--- config.mk ---
export PLATFORM = sky130hd
export DESIGN_NAME = prn_corr_accum
export DESIGN_NICKNAME = d
export VERILOG_FILES = /design/src/rtl/prn_corr_pkg.sv /design/src/rtl/prn_corr_acc_lane.sv /design/src/rtl/prn_corr_accum.sv
export SDC_FILE = /design/constraint.sdc
export NUM_CORES = 1
export LEC_CHECK = 0
export ABC_CLOCK_PERIOD_IN_PS = 13300
export CAP_MARGIN = 20
export CORE_AREA = 5 5 207 189
export DETAILED_ROUTE_END_ITERATION = 7
export DIE_AREA = 0 0 212 194
export PLACE_DENSITY = 0.74
export SYNTH_ARGS = -nofsm -noshare
export SYNTH_HDL_FRONTEND = slang
export SYNTH_SLANG_ARGS = --single-unit
--- constraint.sdc ---
create_clock -name rx_clk -period 13.3 [get_ports rx_clk]
set_clock_uncertainty 0.2 [all_clocks]
set_input_delay 2.66 -clock rx_clk [delete_from_list [all_inputs] [get_ports rx_clk]]
set_output_delay 2.66 -clock rx_clk [all_outputs]
set_load 0.02 [all_outputs]
--- src/rtl/prn_corr_pkg.sv ---
// Shared types and helpers for the PRN early/prompt/late correlator.
// Optional build macro CORR_SAT_EN selects saturating accumulation.
package prn_corr_pkg;

    localparam int unsigned SAMP_WIDTH_DEF = 4;
    localparam int unsigned ACC_WIDTH_DEF  = 24;
    localparam int unsigned EL_SPACING_DEF = 2;

    typedef enum logic {
        WAIT_SOP = 1'b0,
        ACCUM    = 1'b1
    } corr_state_t;

    // Local code chip 0 maps to +1, chip 1 maps to -1.
    function automatic logic chip_is_neg(input logic chip);
        return chip;
    endfunction

    // Symmetric clamp limits; the most negative code is excluded so a clamped value negates safely.
    function automatic longint sat_max(input int unsigned w);
        return (longint'(1) << (w - 1)) - longint'(1);
    endfunction

    function automatic longint sat_min(input int unsigned w);
        return -sat_max(w);
    endfunction

endpackage

--- src/rtl/prn_corr_acc_lane.sv ---
// One integrate-and-dump lane: code-signed sample contribution, accumulator and dump sum.
// With CORR_SAT_EN defined the add clamps to the symmetric limits, otherwise it wraps.
module prn_corr_acc_lane
    import prn_corr_pkg::*;
#(
    parameter int unsigned SAMP_WIDTH = SAMP_WIDTH_DEF,
    parameter int unsigned ACC_WIDTH  = ACC_WIDTH_DEF
) (
    input  logic                         rx_clk,
    input  logic                         rx_rst,
    input  logic                         clr,
    input  logic                         load,
    input  logic                         samp_vld,
    input  logic signed [SAMP_WIDTH-1:0] samp,
    input  logic                         code,
    output logic signed [ACC_WIDTH-1:0]  sum_c
);

    logic signed [ACC_WIDTH-1:0] acc;
    logic signed [ACC_WIDTH-1:0] ext;
    logic signed [ACC_WIDTH-1:0] contrib;

    assign ext     = ACC_WIDTH'(samp);
    assign contrib = !samp_vld        ? '0 :
                     chip_is_neg(code) ? -ext : ext;

`ifdef CORR_SAT_EN
    localparam logic signed [ACC_WIDTH:0] SUM_MAX = (ACC_WIDTH + 1)'(sat_max(ACC_WIDTH));
    localparam logic signed [ACC_WIDTH:0] SUM_MIN = (ACC_WIDTH + 1)'(sat_min(ACC_WIDTH));

    logic signed [ACC_WIDTH:0] wide_sum;

    // One guard bit is enough to detect overflow of a single add.
    always_comb begin
        wide_sum = (ACC_WIDTH + 1)'(acc) + (ACC_WIDTH + 1)'(contrib);
        if (wide_sum > SUM_MAX) begin
            sum_c = ACC_WIDTH'(SUM_MAX);
        end else if (wide_sum < SUM_MIN) begin
            sum_c = ACC_WIDTH'(SUM_MIN);
        end else begin
            sum_c = ACC_WIDTH'(wide_sum);
        end
    end
`else
    assign sum_c = acc + contrib;
`endif

    always_ff @(posedge rx_clk or posedge rx_rst) begin
        if (rx_rst) begin
            acc <= '0;
        end else if (clr) begin
            acc <= '0;
        end else if (load) begin
            acc <= contrib;
        end else begin
            acc <= sum_c;
        end
    end

endmodule

--- src/rtl/prn_corr_accum.sv ---
// Early/prompt/late I/Q integrate-and-dump correlator, one result per code epoch,
// delivered through a valid/ready holding register. Build macro: CORR_SAT_EN.
module prn_corr_accum
    import prn_corr_pkg::*;
#(
    parameter int unsigned SAMP_WIDTH = SAMP_WIDTH_DEF,
    parameter int unsigned ACC_WIDTH  = ACC_WIDTH_DEF,
    parameter int unsigned EL_SPACING = EL_SPACING_DEF
) (
    input  logic                  rx_clk,
    input  logic                  rx_rst,
    input  logic                  rx_trk_en,
    input  logic                  rx_samp_vld,
    input  logic [SAMP_WIDTH-1:0] rx_samp_i,
    input  logic [SAMP_WIDTH-1:0] rx_samp_q,
    input  logic                  rx_loc_code,
    input  logic                  rx_prn_sop,
    input  logic                  rx_prn_eop,
    input  logic                  rx_corr_rdy,
    output logic                  tx_corr_vld,
    output logic [ACC_WIDTH-1:0]  tx_ie,
    output logic [ACC_WIDTH-1:0]  tx_qe,
    output logic [ACC_WIDTH-1:0]  tx_ip,
    output logic [ACC_WIDTH-1:0]  tx_qp,
    output logic [ACC_WIDTH-1:0]  tx_il,
    output logic [ACC_WIDTH-1:0]  tx_ql,
    output logic [7:0]            tx_epoch_cnt,
    output logic                  tx_corr_ovf
);

    localparam int unsigned DLY_LEN = 2 * EL_SPACING;
    localparam int unsigned N_LANES = 6;

    corr_state_t                 state;
    logic [DLY_LEN-1:0]          dly;
    logic [7:0]                  epoch_cnt;
    logic [2:0]                  tap_c;
    logic                        lane_clr_c;
    logic                        lane_load_c;
    logic                        dump_c;
    logic signed [ACC_WIDTH-1:0] sum_c [N_LANES];

    // Tap order: [0] early, [1] prompt, [2] late.
    assign tap_c = {dly[DLY_LEN-1], dly[EL_SPACING-1], rx_loc_code};

    // Lane control; eop wins over a coincident sop, enable drop wins over both.
    always_comb begin
        lane_clr_c  = 1'b0;
        lane_load_c = 1'b0;
        dump_c      = 1'b0;
        if (!rx_trk_en) begin
            lane_clr_c = 1'b1;
        end else if (state == WAIT_SOP) begin
            if (rx_prn_sop) begin
                lane_load_c = 1'b1;
            end else begin
                lane_clr_c = 1'b1;
            end
        end else if (rx_prn_eop) begin
            dump_c     = 1'b1;
            lane_clr_c = 1'b1;
        end else if (rx_prn_sop) begin
            lane_load_c = 1'b1;
        end
    end

    always_ff @(posedge rx_clk or posedge rx_rst) begin
        if (rx_rst) begin
            state <= WAIT_SOP;
        end else if (!rx_trk_en) begin
            state <= WAIT_SOP;
        end else if (state == WAIT_SOP && rx_prn_sop) begin
            state <= ACCUM;
        end
    end

    // Code delay line advances only with valid samples so spacing is in samples, not cycles.
    always_ff @(posedge rx_clk or posedge rx_rst) begin
        if (rx_rst) begin
            dly <= '0;
        end else if (rx_samp_vld) begin
            dly <= {dly[DLY_LEN-2:0], rx_loc_code};
        end
    end

    // Lane index = 2*tap + (0 for I, 1 for Q): IE, QE, IP, QP, IL, QL.
    for (genvar g = 0; g < N_LANES; g++) begin : g_lane
        prn_corr_acc_lane #(
            .SAMP_WIDTH (SAMP_WIDTH),
            .ACC_WIDTH  (ACC_WIDTH)
        ) u_lane (
            .rx_clk   (rx_clk),
            .rx_rst   (rx_rst),
            .clr      (lane_clr_c),
            .load     (lane_load_c),
            .samp_vld (rx_samp_vld),
            .samp     ((g % 2 == 0) ? rx_samp_i : rx_samp_q),
            .code     (tap_c[g / 2]),
            .sum_c    (sum_c[g])
        );
    end

    // Result holding register; a dump against a stalled result is dropped and flagged.
    always_ff @(posedge rx_clk or posedge rx_rst) begin
        if (rx_rst) begin
            tx_corr_vld  <= 1'b0;
            tx_ie        <= '0;
            tx_qe        <= '0;
            tx_ip        <= '0;
            tx_qp        <= '0;
            tx_il        <= '0;
            tx_ql        <= '0;
            tx_epoch_cnt <= '0;
            tx_corr_ovf  <= 1'b0;
            epoch_cnt    <= '0;
        end else if (dump_c) begin
            epoch_cnt <= epoch_cnt + 8'd1;
            if (!tx_corr_vld || rx_corr_rdy) begin
                tx_corr_vld  <= 1'b1;
                tx_ie        <= sum_c[0];
                tx_qe        <= sum_c[1];
                tx_ip        <= sum_c[2];
                tx_qp        <= sum_c[3];
                tx_il        <= sum_c[4];
                tx_ql        <= sum_c[5];
                tx_epoch_cnt <= epoch_cnt;
            end else begin
                tx_corr_ovf <= 1'b1;
            end
        end else if (rx_corr_rdy) begin
            tx_corr_vld <= 1'b0;
        end
    end

endmodule

---- Word level (Yosys, flattened, before mapping) ----
Index checks and enable logic that the tools add are counted.
storage, ports and cells
  register bits ........................... 311
  bits in latches ......................... 0
  bits in writable memories ............... 0
  ROM bits ................................ 0
  input bits .............................. 16
  output and inout port bits .............. 154
  logic and storage cells ................. 77
  memories kept ........................... 0
operators by class
  add/sub/neg operators ................... 9
  $mul .................................... 0
  divide/modulo/power cells ............... 0
  order comparisons ....................... 0
  eq/ne operators ......................... 2
  shift-type cells ........................ 0
  muxes and demuxes ....................... 39
  bitwise gates (word level) .............. 2
  reduce and logical (&&, ||, !) cells .... 7
operator list
  operator               number
  $mux W24               24
  $add A24 B24 Y24       6
  $neg A24 Y24           2
  $mux W1                15
  $add A8 B1 Y8 const B  1
  $reduce_and A2 Y1      3
  $ne A2 B1 Y1 const B   2
  $not A1 Y1             2
  $reduce_bool A2 Y1     1
  $logic_and A1 B1 Y1    1
  $logic_not A1 Y1       1
  $logic_or A1 B1 Y1     1

---- Depth between registers and ports, before layout ----
  word-level depth ........................ 6
  gate-level depth with buffers ........... 19
  depth with buffers taken out ............ 18

---- By module ----
Synthesis repeated with hierarchy kept, for this count alone.
unflattened totals
  cells, all modules ...................... 2315
  area, all modules ....................... 22741.8 µm²
modules (own cells, without submodules)
  module                                    instances  cells an instance  area an instance (µm²)  sequential area each (µm²)
  prn_corr_acc_lane (g_lane[0].u_lane ...)  4          314                2603.7                  600.6
  prn_corr_accum                            1          369                6681.4                  4179.0
  prn_corr_acc_lane (g_lane[1].u_lane)      1          348                2887.8                  600.6
  prn_corr_acc_lane (g_lane[5].u_lane)      1          342                2757.6                  600.6

---- Least setup slack after synthesis ----
Ideal clock, no wire load.
  kind .................................... input port to flip-flop
  start ................................... in rx_samp_vld
  end ..................................... reg tx_qp[14]
  setup time .............................. 0.129 ns
  arrival time ............................ 6.381 ns
  data required time ...................... 12.971 ns
  setup slack ............................. 6.590 ns
  stages .................................. 18
  buffers on the path ..................... 3
  cells stage by stage .................... buf_4 > inv_2 > clkbuf_1 > clkbuf_1 > nor2_1 > ha_1 > fa_1 > a21o_1 > a21o_1 > maj3_1 > a21boi_1 > o41a_1 > o21ai_1 > a31o_1 > maj3_2 > a21oi_2 > xor2_1 > o21ai_1
between the ends
  cells in the longest elaborated chain, start to end .. 2
ends and longest elaborated chain
  item                  RTL line                 text
  from (decl)           prn_corr_accum.sv:13     input logic rx_samp_vld,
  $mux W24              prn_corr_acc_lane.sv:24  assign contrib = !samp_vld ? '0 :
  $add A24 B24 Y24      prn_corr_acc_lane.sv:45  assign sum_c = acc + contrib;
  to (signal assigned)  prn_corr_accum.sv:123    tx_qp <= sum_c[3];
  to (decl)             prn_corr_accum.sv:24     output logic [ACC_WIDTH-1:0] tx_qp,
Every way passes these cells.
A chain may end at the register's enable or synchronous reset.

---- Final worst setup path ----
  start ................................... in rx_samp_i[3]
  end ..................................... reg g_lane[2].u_lane.acc[20]
between the ends
  cells in the longest elaborated chain, start to end .. 6
ends and longest elaborated chain
  item                  RTL line                 text
  from (decl)           prn_corr_accum.sv:14     input logic [SAMP_WIDTH-1:0] rx_samp_i,
  $neg A24 Y24          prn_corr_acc_lane.sv:25  chip_is_neg(code) ? -ext : ext;
  $mux W24 *            prn_corr_acc_lane.sv:25
  $mux W24 *            prn_corr_acc_lane.sv:24
  $add A24 B24 Y24      prn_corr_acc_lane.sv:45
  $mux W24 *            prn_corr_acc_lane.sv:53  end else if (load) begin
  $mux W24 *            prn_corr_acc_lane.sv:51  end else if (clr) begin
  to (signal assigned)  prn_corr_acc_lane.sv:54  acc <= contrib;
  to (signal assigned)  prn_corr_acc_lane.sv:56  acc <= sum_c;
  to (decl)             prn_corr_acc_lane.sv:19  logic signed [ACC_WIDTH-1:0] acc;
Every way passes the cells marked *; elsewhere a longest branch is shown, timed or not.

==> results.toml <==
[global_route]
globalRouteMet2Util_pct = 41.1
grt.total_usage_pct = 26.6
grt_max_degree = 102
via_count_of_the_first_global_routing_pass = 17200
met1_usage_pct = 37.8
antenna_violations_before_repair = 4
global_route_wire_length_before_repair_um = 90300
grt_use_met3_pct = 4.69
top_usage_layer = "met2"
globalRoute.totalOverflow = 0

[synth]
synthesis.instances = 2262
synth_area_per_inst_um2 = 8.78
synth-async-reset-ratio_pct = 100
mappedNetlistArea_mm2 = 0.0199
post-synth-top-count-cell = "sky130_fd_sc_hd__nand2_1"
yosys_most_used_dff = "sky130_fd_sc_hd__dfrtp_1"
cell_type_with_the_highest_aggregate_area_in_the_netlist = "sky130_fd_sc_hd__dfrtp_1"
net_count_of_the_mapped_netlist = 2391
yosys-top-cells-count = "sky130_fd_sc_hd__nand2_1, sky130_fd_sc_hd__dfrtp_1, sky130_fd_sc_hd__a21oi_1, sky130_fd_sc_hd__o21ai_0, sky130_fd_sc_hd__xnor2_1"
yosysSeqAreaShare_pct = 39.2
netlist.area_leader.share_pct = 39.2
ys_seq_elements = 311
yosysWarnings = 0
synth_cell_type_count = 95
synth_top_cells_by_area = "sky130_fd_sc_hd__dfrtp_1, sky130_fd_sc_hd__ha_1, sky130_fd_sc_hd__nand2_1, sky130_fd_sc_hd__xnor2_1, sky130_fd_sc_hd__a21oi_1"
post_synth_edffs = 0

[floorplanning]
dieArea_mm2 = 0.0411
dieHeight_um = 194
num_io_pins = 170
fp.dieW_um = 212
start_util_pct = 53.9
core_area_mm2 = 0.0368
rows = 67

[pwr]
total_leakage_power_uw = 0.0103
vdd_drop_max_v = 0.000107
total_power_uw = 3320
power.density_cell_area_mw_per_mm2 = 144

[setup_path]
critical_path_endpoint = "g_lane[2].u_lane.acc[20]"
critPathRequiredTime_ps = 13540
worst_r2r_src = "dly[3]"
crit_arrival_ps = 7360
timing.critical_path.fanout_max = 18
worst-setup-path-type = "input port to flop"
cp-startpoint = "rx_samp_i[3]"
crit-reg2reg-capture = "g_lane[4].u_lane.acc[21]"
crit_path_start_kind = "input port"
worstSetupEndpointType = "flop"
worst-r2r-setup-slack_ps = 8380
reg2reg_depth = 14

[detailed_routing]
route.detailed.drc = 0
postRouteAntennaNets = 0
initialDrtViolationCount = 1565
routedWlPerCell_um = 19.4
detail_route.first_pass.iterations = 5
routed_wirelength_um = 55600
vias = 17300
routed_via_density = 6.03

[place]
globalplace.congestion = 0.929
port_bufs = 169
post-place-ws_ps = 5730
placement.cell_area_mm2 = 0.0218
post_detail_place_hpwl_um = 38700

[clocking]
clock_slew_at_reported_path_ffs_ps = 50
cts.hold.buffers_added = 0
postCtsSetupRepairBufs = 0
ctsHtreeMaxLevel = 2
cts_root_buffer = "sky130_fd_sc_hd__clkbuf_16"
clock_sink_count = 311
cts_buffer_depth = 3
tritoncts = "done"
insertion_delay_to_the_later_sink_of_the_worst_skew_pair_ps = 540
ctsResizeCount = 0
cts_inserted_buffers = 36

[sta]
worstMarginPinSlew_ps = 1010
final_total_negative_setup_slack_ps = 0
hold_viol_final = 0
timing.final.max_slew_violations = 0
relSlewSlack_pct = 32.8
report.final.setup_viol = 0
rsz0062_at_grt = "false"
post-route-worst-setup-slack_ps = 6180
min_period_ps = 7120
period_share_pct = 53.6
achievable-frequency_mhz = 140

[worst_hold_path]
hold_path_class = "flop to flop"
hold_depth = 2

[run_status]
outcome = "completed"

[cells_and_area]
drive_gt1_share_pct = 6.33
final_nets = 2491
final_util_pct = 62.5
area_growth_pct = 15.8
filler_cell_count = 3152
finalInstanceArea_mm2 = 0.0230

[flow_run]
max-cap-violations = 0
## worst max-delay path, cell delays in order
cell	delay (ps)
sky130_fd_sc_hd__clkdlybuf4s50_1	780
sky130_fd_sc_hd__inv_1	190
sky130_fd_sc_hd__ha_1	470
sky130_fd_sc_hd__a21oi_2	650
sky130_fd_sc_hd__ha_1	450
sky130_fd_sc_hd__nor2_1	90
sky130_fd_sc_hd__o31ai_1	350
sky130_fd_sc_hd__a21oi_1	150
sky130_fd_sc_hd__o21ai_0	220
sky130_fd_sc_hd__a32o_1	190
sky130_fd_sc_hd__o2111ai_1	150
sky130_fd_sc_hd__a31oi_1	360
sky130_fd_sc_hd__o22ai_1	170
sky130_fd_sc_hd__xnor2_1	230
sky130_fd_sc_hd__nand2_1	80
sky130_fd_sc_hd__a21oi_1	150
## power by group
part           internal [uW]  leakage [uW]  switching (uW)
sequential              1110       0.00413             120
clock                    608      0.000593             406
combinational            448       0.00556             629
## how the worst min path moves through the flow
stage / start / end / slack (ps)
after floorplan: epoch_cnt[7] / epoch_cnt[7] / 250
after global placement: tx_qe[1] / tx_qe[1] / 260
after detailed placement: tx_ip[22] / tx_ip[22] / 260
after CTS: tx_ip[22] / tx_ip[22] / 280
after global routing: epoch_cnt[7] / epoch_cnt[7] / 290
final: tx_ip[22] / tx_ip[22] / 280
## placed cells by master, fill, tap and decap left out, types with 24 or more instances in the layout
| cell type | count |
|---|---|
| sky130_fd_sc_hd__nand2_1 | 340 |
| sky130_fd_sc_hd__dfrtp_1 | 311 |
| sky130_fd_sc_hd__a21oi_1 | 210 |
| sky130_fd_sc_hd__o21ai_0 | 204 |
| sky130_fd_sc_hd__clkdlybuf4s50_1 | 169 |
| sky130_fd_sc_hd__xnor2_1 | 143 |
| sky130_fd_sc_hd__nor2_1 | 125 |
| sky130_fd_sc_hd__ha_1 | 107 |
| sky130_fd_sc_hd__inv_1 | 55 |
| sky130_fd_sc_hd__xor2_1 | 49 |
| sky130_fd_sc_hd__nand3_1 | 42 |
| sky130_fd_sc_hd__nor3_1 | 41 |
| sky130_fd_sc_hd__a21o_1 | 38 |
| sky130_fd_sc_hd__clkbuf_16 | 37 |
| sky130_fd_sc_hd__maj3_1 | 24 |
## flip-flops by register name (all words and copies together), names as in the netlist
| name | flops |
|---|---|
| g_lane.u_lane.acc | 144 |
| state | 1 |
| epoch_cnt | 8 |
| dly | 4 |
| tx_il | 24 |
| tx_corr_ovf | 1 |
| tx_epoch_cnt | 8 |
| tx_ip | 24 |
| tx_qe | 24 |
| tx_qp | 24 |
| tx_ql | 24 |
| tx_ie | 24 |
| tx_corr_vld | 1 |
## cell type report
| class | instances | area, um^2 | area share (%) |
|---|---|---|---|
| inverter | 64 | 250 | 1.09 |
| antenna | 3 | 7.51 | 0.0327 |
| clock buffer | 49 | 1040 | 4.53 |
| clock inverter | 12 | 153 | 0.664 |
| sequential | 311 | 7780 | 33.9 |
| tap | 483 | 604 | 2.63 |
| multi-input combinational | 1763 | 11300 | 49.3 |
| timing repair buffer | 186 | 1820 | 7.92 |
## per-stage QoR
step	hold WS [ps]	std cells
final	276	2871
after global routing	292	2871
after CTS	278	2867
after detailed placement	265	2806
after global placement	258	2806
after floorplan	246	2262
## metal layers
metal	wire length [um]	share of wire (%)
met5	13	0.023
met3	4000	7.2
met4	1930	3.5
met1	24700	44
met2	25000	45
## logic make-up after synthesis
group / count (synthesis) / share of synthesized area [%]
AO/OA/AOI/OAI: 708 / 22.3
AND/OR/NAND/NOR: 700 / 16.1
flip-flops: 311 / 39.2
XOR/XNOR: 193 / 8.58
buffers and inverters: 188 / 3.89
adder cells (fa/ha/maj): 141 / 8.79
multiplexers: 21 / 1.14
(Power assumes the default switching activity.)
